## src/rtl/camera_rgb565_frame_gate.sv

```systemverilog
// Camera front end: pairs RGB565 bytes, expands to ARGB8888, crops to an
// H_ACTIVE x V_ACTIVE window and produces a clean vs envelope with hs strobes.
module camera_rgb565_frame_gate #(
  parameter int         H_ACTIVE  = 1280,
  parameter int         V_ACTIVE  = 720,
  parameter logic [7:0] ALPHA     = 8'hFF,
  parameter bit         VSYNC_POL = 1'b1
) (
  input  logic        pclk,
  input  logic        reset,
  input  logic [7:0]  cam_data,
  input  logic        cam_href,
  input  logic        cam_vsync,
  input  logic        frame_en,
  input  logic        err_clr,
  output logic [31:0] pixel,
  output logic        hs,
  output logic        vs,
  output logic [15:0] frame_count,
  output logic [11:0] line_count,
  output logic        err_short_line,
  output logic        err_odd_bytes,
  output logic        err_short_frame
);

  localparam int PCW = $clog2(H_ACTIVE + 1);

  typedef enum logic [1:0] {ST_SYNC, ST_ARM, ST_ACTIVE, ST_DONE} state_t;

  // Input stage registers and edge-detect history
  logic [7:0] data_q;
  logic       href_q, href_prev_q;
  logic       vsync_act_q, vsync_prev_q;

  state_t         state_q, state_d;
  logic           phase_q, phase_d;
  logic [7:0]     hi_q, hi_d;
  logic [PCW-1:0] pix_cnt_q, pix_cnt_d;
  logic [15:0]    pair_q, pair_d;
  logic           pair_vld_q, pair_vld_d;
  logic [11:0]    line_cnt_q, line_cnt_d;
  logic [15:0]    frame_cnt_q, frame_cnt_d;
  logic           err_short_line_q, err_short_line_d;
  logic           err_odd_bytes_q, err_odd_bytes_d;
  logic           err_short_frame_q, err_short_frame_d;
  logic           hs_q, vs_q;
  logic [31:0]    pixel_q;

  logic        vsync_evt, href_rise, href_fall;
  logic        byte_en;
  logic        set_short_line, set_odd_bytes, set_short_frame;
  logic [31:0] argb;

  assign vsync_evt = vsync_act_q & ~vsync_prev_q;
  assign href_rise = href_q & ~href_prev_q;
  assign href_fall = ~href_q & href_prev_q;

  always_ff @(posedge pclk) begin
    if (reset) begin
      data_q       <= 8'd0;
      href_q       <= 1'b0;
      href_prev_q  <= 1'b0;
      vsync_act_q  <= 1'b0;
      vsync_prev_q <= 1'b0;
    end else begin
      data_q       <= cam_data;
      href_q       <= cam_href;
      href_prev_q  <= href_q;
      vsync_act_q  <= (cam_vsync == VSYNC_POL);
      vsync_prev_q <= vsync_act_q;
    end
  end

  always_ff @(posedge pclk) begin
    if (reset) begin
      state_q           <= ST_SYNC;
      phase_q           <= 1'b0;
      hi_q              <= 8'd0;
      pix_cnt_q         <= '0;
      pair_q            <= 16'd0;
      pair_vld_q        <= 1'b0;
      line_cnt_q        <= 12'd0;
      frame_cnt_q       <= 16'd0;
      err_short_line_q  <= 1'b0;
      err_odd_bytes_q   <= 1'b0;
      err_short_frame_q <= 1'b0;
    end else begin
      state_q           <= state_d;
      phase_q           <= phase_d;
      hi_q              <= hi_d;
      pix_cnt_q         <= pix_cnt_d;
      pair_q            <= pair_d;
      pair_vld_q        <= pair_vld_d;
      line_cnt_q        <= line_cnt_d;
      frame_cnt_q       <= frame_cnt_d;
      err_short_line_q  <= err_short_line_d;
      err_odd_bytes_q   <= err_odd_bytes_d;
      err_short_frame_q <= err_short_frame_d;
    end
  end

  always_comb begin
    state_d         = state_q;
    phase_d         = phase_q;
    hi_d            = hi_q;
    pix_cnt_d       = pix_cnt_q;
    pair_d          = pair_q;
    pair_vld_d      = 1'b0;
    line_cnt_d      = line_cnt_q;
    frame_cnt_d     = frame_cnt_q;
    byte_en         = 1'b0;
    set_short_line  = 1'b0;
    set_odd_bytes   = 1'b0;
    set_short_frame = 1'b0;

    case (state_q)
      ST_SYNC: begin
        if (vsync_evt && frame_en) state_d = ST_ARM;
      end
      ST_ARM: begin
        if (vsync_evt) begin
          if (!frame_en) state_d = ST_SYNC;
        end else if (href_rise) begin
          // The byte that opens the first line is already on data_q; keep it.
          state_d    = ST_ACTIVE;
          line_cnt_d = 12'd0;
          pix_cnt_d  = '0;
          byte_en    = 1'b1;
        end
      end
      ST_ACTIVE: begin
        if (vsync_evt) begin
          set_short_frame = 1'b1;
          phase_d         = 1'b0;
          pix_cnt_d       = '0;
          state_d         = frame_en ? ST_ARM : ST_SYNC;
        end else if (href_fall) begin
          set_odd_bytes  = phase_q;
          set_short_line = (pix_cnt_q < PCW'(H_ACTIVE));
          pix_cnt_d      = '0;
          phase_d        = 1'b0;
          line_cnt_d     = line_cnt_q + 12'd1;
          if (line_cnt_q == 12'(V_ACTIVE - 1)) begin
            frame_cnt_d = frame_cnt_q + 16'd1;
            state_d     = ST_DONE;
          end
        end else if (href_q) begin
          byte_en = 1'b1;
        end
      end
      ST_DONE: begin
        if (vsync_evt) state_d = frame_en ? ST_ARM : ST_SYNC;
      end
      default: state_d = ST_SYNC;
    endcase

    // Byte pairing; pixels past the crop width are paired but never emitted
    if (byte_en) begin
      if (!phase_q) begin
        hi_d    = data_q;
        phase_d = 1'b1;
      end else begin
        phase_d = 1'b0;
        if (pix_cnt_q < PCW'(H_ACTIVE)) begin
          pair_d     = {hi_q, data_q};
          pair_vld_d = 1'b1;
          pix_cnt_d  = pix_cnt_q + PCW'(1);
        end
      end
    end

    // A fresh error event beats a simultaneous clear
    err_short_line_d  = set_short_line  | (err_short_line_q  & ~err_clr);
    err_odd_bytes_d   = set_odd_bytes   | (err_odd_bytes_q   & ~err_clr);
    err_short_frame_d = set_short_frame | (err_short_frame_q & ~err_clr);
  end

  assign argb = {ALPHA,
                 pair_q[15:11], pair_q[15:13],
                 pair_q[10:5],  pair_q[10:9],
                 pair_q[4:0],   pair_q[4:2]};

  // vs follows the state one cycle late so the final pixel of a frame stays inside it
  always_ff @(posedge pclk) begin
    if (reset) begin
      hs_q    <= 1'b0;
      vs_q    <= 1'b0;
      pixel_q <= 32'd0;
    end else begin
      hs_q <= pair_vld_q;
      vs_q <= (state_q == ST_ACTIVE);
      if (pair_vld_q) pixel_q <= argb;
    end
  end

  assign pixel           = pixel_q;
  assign hs              = hs_q;
  assign vs              = vs_q;
  assign frame_count     = frame_cnt_q;
  assign line_count      = line_cnt_q;
  assign err_short_line  = err_short_line_q;
  assign err_odd_bytes   = err_odd_bytes_q;
  assign err_short_frame = err_short_frame_q;

endmodule
```

## config.mk

```make
export PLATFORM = sky130hd
export DESIGN_NAME = camera_rgb565_frame_gate
export DESIGN_NICKNAME = d
export VERILOG_FILES = /design/src/rtl/camera_rgb565_frame_gate.sv
export SDC_FILE = /design/constraint.sdc
export NUM_CORES = 1
export LEC_CHECK = 0
export ABC_AREA = 1
export BUFFER_PORTS_ARGS = -buffer_cell sky130_fd_sc_hd__buf_2
export CORE_ASPECT_RATIO = 2
export CORE_MARGIN = 5
export CORE_UTILIZATION = 55
export CTS_CLUSTER_DIAMETER = 150
export CTS_CLUSTER_SIZE = 20
export DETAILED_ROUTE_END_ITERATION = 16
export PLACE_DENSITY_LB_ADDON = 0.25
export SYNTH_ARGS = -nofsm -noshare
export SYNTH_HDL_FRONTEND = slang
export SYNTH_SLANG_ARGS = --single-unit
```

## constraint.sdc

```tcl
create_clock -name pclk -period 2.2 [get_ports pclk]
set_input_delay 0.33 -clock pclk [delete_from_list [all_inputs] [get_ports pclk]]
set_output_delay 0.33 -clock pclk [all_outputs]
set_load 0.05 [all_outputs]
```

==> results.json <==
{
  "wl_per_cell_um": 13.9,
  "final_util_pct": 63.4,
  "dieArea_mm2": 0.0108,
  "synth_fp_nets": 695,
  "overflow": 0,
  "maxCapViolations": 0,
  "period_share_pct": 87.4,
  "slew_viol_final": 0,
  "post-place-cells": 823,
  "cts.clk_slew.worst_paths_ns": 0.07,
  "postCtsSetupBuffers": 0,
  "grt_start_max_net_pins": 37,
  "route.detailed.vias_per_inst": 5.28,
  "cp_slowest_cell": "ha_1",
  "max_stage_delay_ns": 0.49,
  "synth_top_area_share_pct": 42.3,
  "setup_viol": 0,
  "gp_congestion": 0.927,
  "yosys.area_share.simple_pct": 33.1,
  "wirelength_um": 11700,
  "drt-initial-drc-count": 238,
  "crit_arrival_ns": 2.17,
  "synthMuxAreaShare_pct": 0,
  "max-vdd-ir-drop_v": 0.000649,
  "antenna_found_initial": 0,
  "synth_top_family_by_area": "simple AND/OR/NAND/NOR gates",
  "finalHoldViolCount": 0,
  "path_common_cell": "inv_1",
  "cts.path.max_buffers": 2,
  "ys_ff_latch": 101,
  "cts-root-buf": "clkbuf_16",
  "power_density_mw_per_mm2": 820,
  "rsz0062_at_grt": "no",
  "tns_ns": 0,
  "first_pass_iters": 4,
  "rows": 48,
  "layout.nets": 756,
  "dr_total_vias": 4426,
  "syn_to_final_growth_pct": 14.1,
  "synth_area_mm2": 0.00477,
  "synth-xor-area-share_pct": 1.65,
  "cts_htree_levels": 3,
  "start_util_pct": 55.6,
  "core_mm2": 0.00859,
  "portBuffers": 78,
  "ys_warn_count": 0,
  "yosys.area.top_type": "dfxtp_1",
  "drc": 0,
  "worstSkewPairLatency_ns": 0.35,
  "hold_class": "in2reg",
  "hold_ws_ns": 0.183,
  "hpwl_um": 8670,
  "yosys.area_share.adder_pct": 2.10,
  "die_x_um": 75.9,
  "min_period_ns": 1.92,
  "fin_skew_ns": 0.00453,
  "criticalPathCategory": "reg2reg",
  "slew_headroom_pct": 54.8,
  "cts_buffers": 9,
  "synthDistinctLibCells": 34,
  "cts_hold_buffers": 0,
  "antennaDiodeCount": 0,
  "cp_max_fo": 18,
  "synthTopCellsByArea": "dfxtp_1 (42%), nand2_1 (13%), nor2_1 (8.5%), a21oi_1 (5.5%), inv_1 (4.8%)",
  "cts_tree": "built",
  "syn-instance-count": 673,
  "crit_path_end_kind": "flip-flop",
  "drive_above_1_share_pct": 18.4,
  "required_ns": 2.44,
  "grt_pass1_vias": 4297,
  "startpoint_type": "flip-flop",
  "ys_seq_area_share_pct": 42.3,
  "antenna_left": 0,
  "synth.avg_cell_area_um2": 7.09,
  "synth_compound_area_share_pct": 10.4,
  "p_leak_uw": 0.00246,
  "fmax_ghz": 0.520,
  "max_slew.worst_pin.slew_ns": 0.674,
  "ios": 79,
  "cts_resized": 0,
  "path_cells": "inv_1 -> ha_1 -> nand3_4 -> nor2_8 -> inv_1 -> o21ai_0 -> nor2_1",
  "grtUsageTotal_pct": 22.9,
  "stdcell_count": 839,
  "status": "finished clean",
  "clock_sinks": 101,
  "die_h_um": 142,
  "grt_pass1_wl_um": 19100
}
[cells in the final DEF (no fill, tap or decap), drive strengths merged]
cell type / count
nand2: 166
nor2: 117
dfxtp: 101
buf: 88
inv: 70
a21oi: 55
nand3: 45
o21ai: 34
nand4: 18
clkbuf: 12
nor3: 8
ha: 8
xor2: 6
xnor2: 3
o211ai: 2
clkinv: 2
or2: 1
a31oi: 1
o21bai: 1
bufinv: 1
[power by group]
| part | internal [µW] | switching (µW) |
|---|---|---|
| registers | 1870 | 39.7 |
| logic | 255 | 635 |
| clock network | 981 | 683 |
| total | 3110 | 1360 |
[Yosys cell counts, drive strengths merged]
master,number
nor3,8
clkbuf,10
xor2,6
a31oi,1
o21bai,1
clkinv,1
o21ai,34
or2,1
buf,28
nand4,18
nor2,117
inv,68
a21oi,55
dfxtp,101
nand3,45
o211ai,2
ha,8
xnor2,3
nand2,166
[metrics by stage]
step / power, µW / area (µm²) / setup WS, ns
after floorplan: 2670 / 4770 / 0.366
after global placement: 2820 / 5130 / 0.407
after CTS: 4500 / 5450 / 0.292
after global routing: 4660 / 5450 / 0.135
final: 4470 / 5450 / 0.278
after detailed placement: 2840 / 5130 / 0.296
[cell type report]
type                            instances  area [µm²]
Inverter                               69         259
Sequential cell                       101        2020
Clock buffer                           12         267
Fill cell                             770        3140
Clock inverter                          4        52.6
Tap cell                              100         125
Timing Repair Buffer                   88         465
Multi-Input combinational cell        465        2260
[final timing paths]
path / start / end / slack (ns) / depth (start not counted)
max: state_q[0]$_SDFFE_PP0P_ / line_count[2]$_SDFFE_PP0P_ / 0.28 / 7
min: cam_data[7] / data_q[7]$_SDFF_PP0_ / 0.18 / 3
max reg2reg: state_q[0]$_SDFFE_PP0P_ / line_count[2]$_SDFFE_PP0P_ / 0.28 / 7
min reg2reg: vsync_act_q$_SDFF_PP0_ / vsync_prev_q$_SDFF_PP0_ / 0.46 / 2
[flip-flops by register name, indices dropped and copies added, names as in the netlist]
name,cells
pixel,17
frame_count,16
pair_q,16
line_count,12
pix_cnt_q,11
data_q,8
hi_q,8
state_q,2
err_odd_bytes,1
err_short_frame,1
err_short_line,1
href_prev_q,1
href_q,1
hs,1
pair_vld_q,1
phase_q,1
vs,1
vsync_act_q,1
vsync_prev_q,1
[kinds of logic (layout without fill, tap and decap cells)]
family          count (synthesis)  in the layout
fa+ha+maj                       8              8
buf+inv                       107            173
compound gates                 93             93
flops                         101            101
simple gates                  355            355
xor+xnor                        9              9
[worst max-delay path, delay by kind of cell, from the launching register on]
kind | cells | cell delay [ns]
buffers and inverters | 2 | 0.25
adder cells (fa/ha/maj) | 1 | 0.49
AO/OA/AOI/OAI | 1 | 0.19
AND/OR/NAND/NOR | 3 | 0.49
flip-flops | 1 | 0.40
[layer usage]
layer / vias to the layer above / global-route usage, % / wire length (µm)
met5: - / 0 / 0
met4: 0 / 12.5 / 451
met3: 38 / 3.69 / 548
met2: 119 / 42.3 / 6350
met1: 2013 / 22.8 / 4310
li1: 2256 / - / -
No activity file was read; power rests on OpenSTA's default activity.
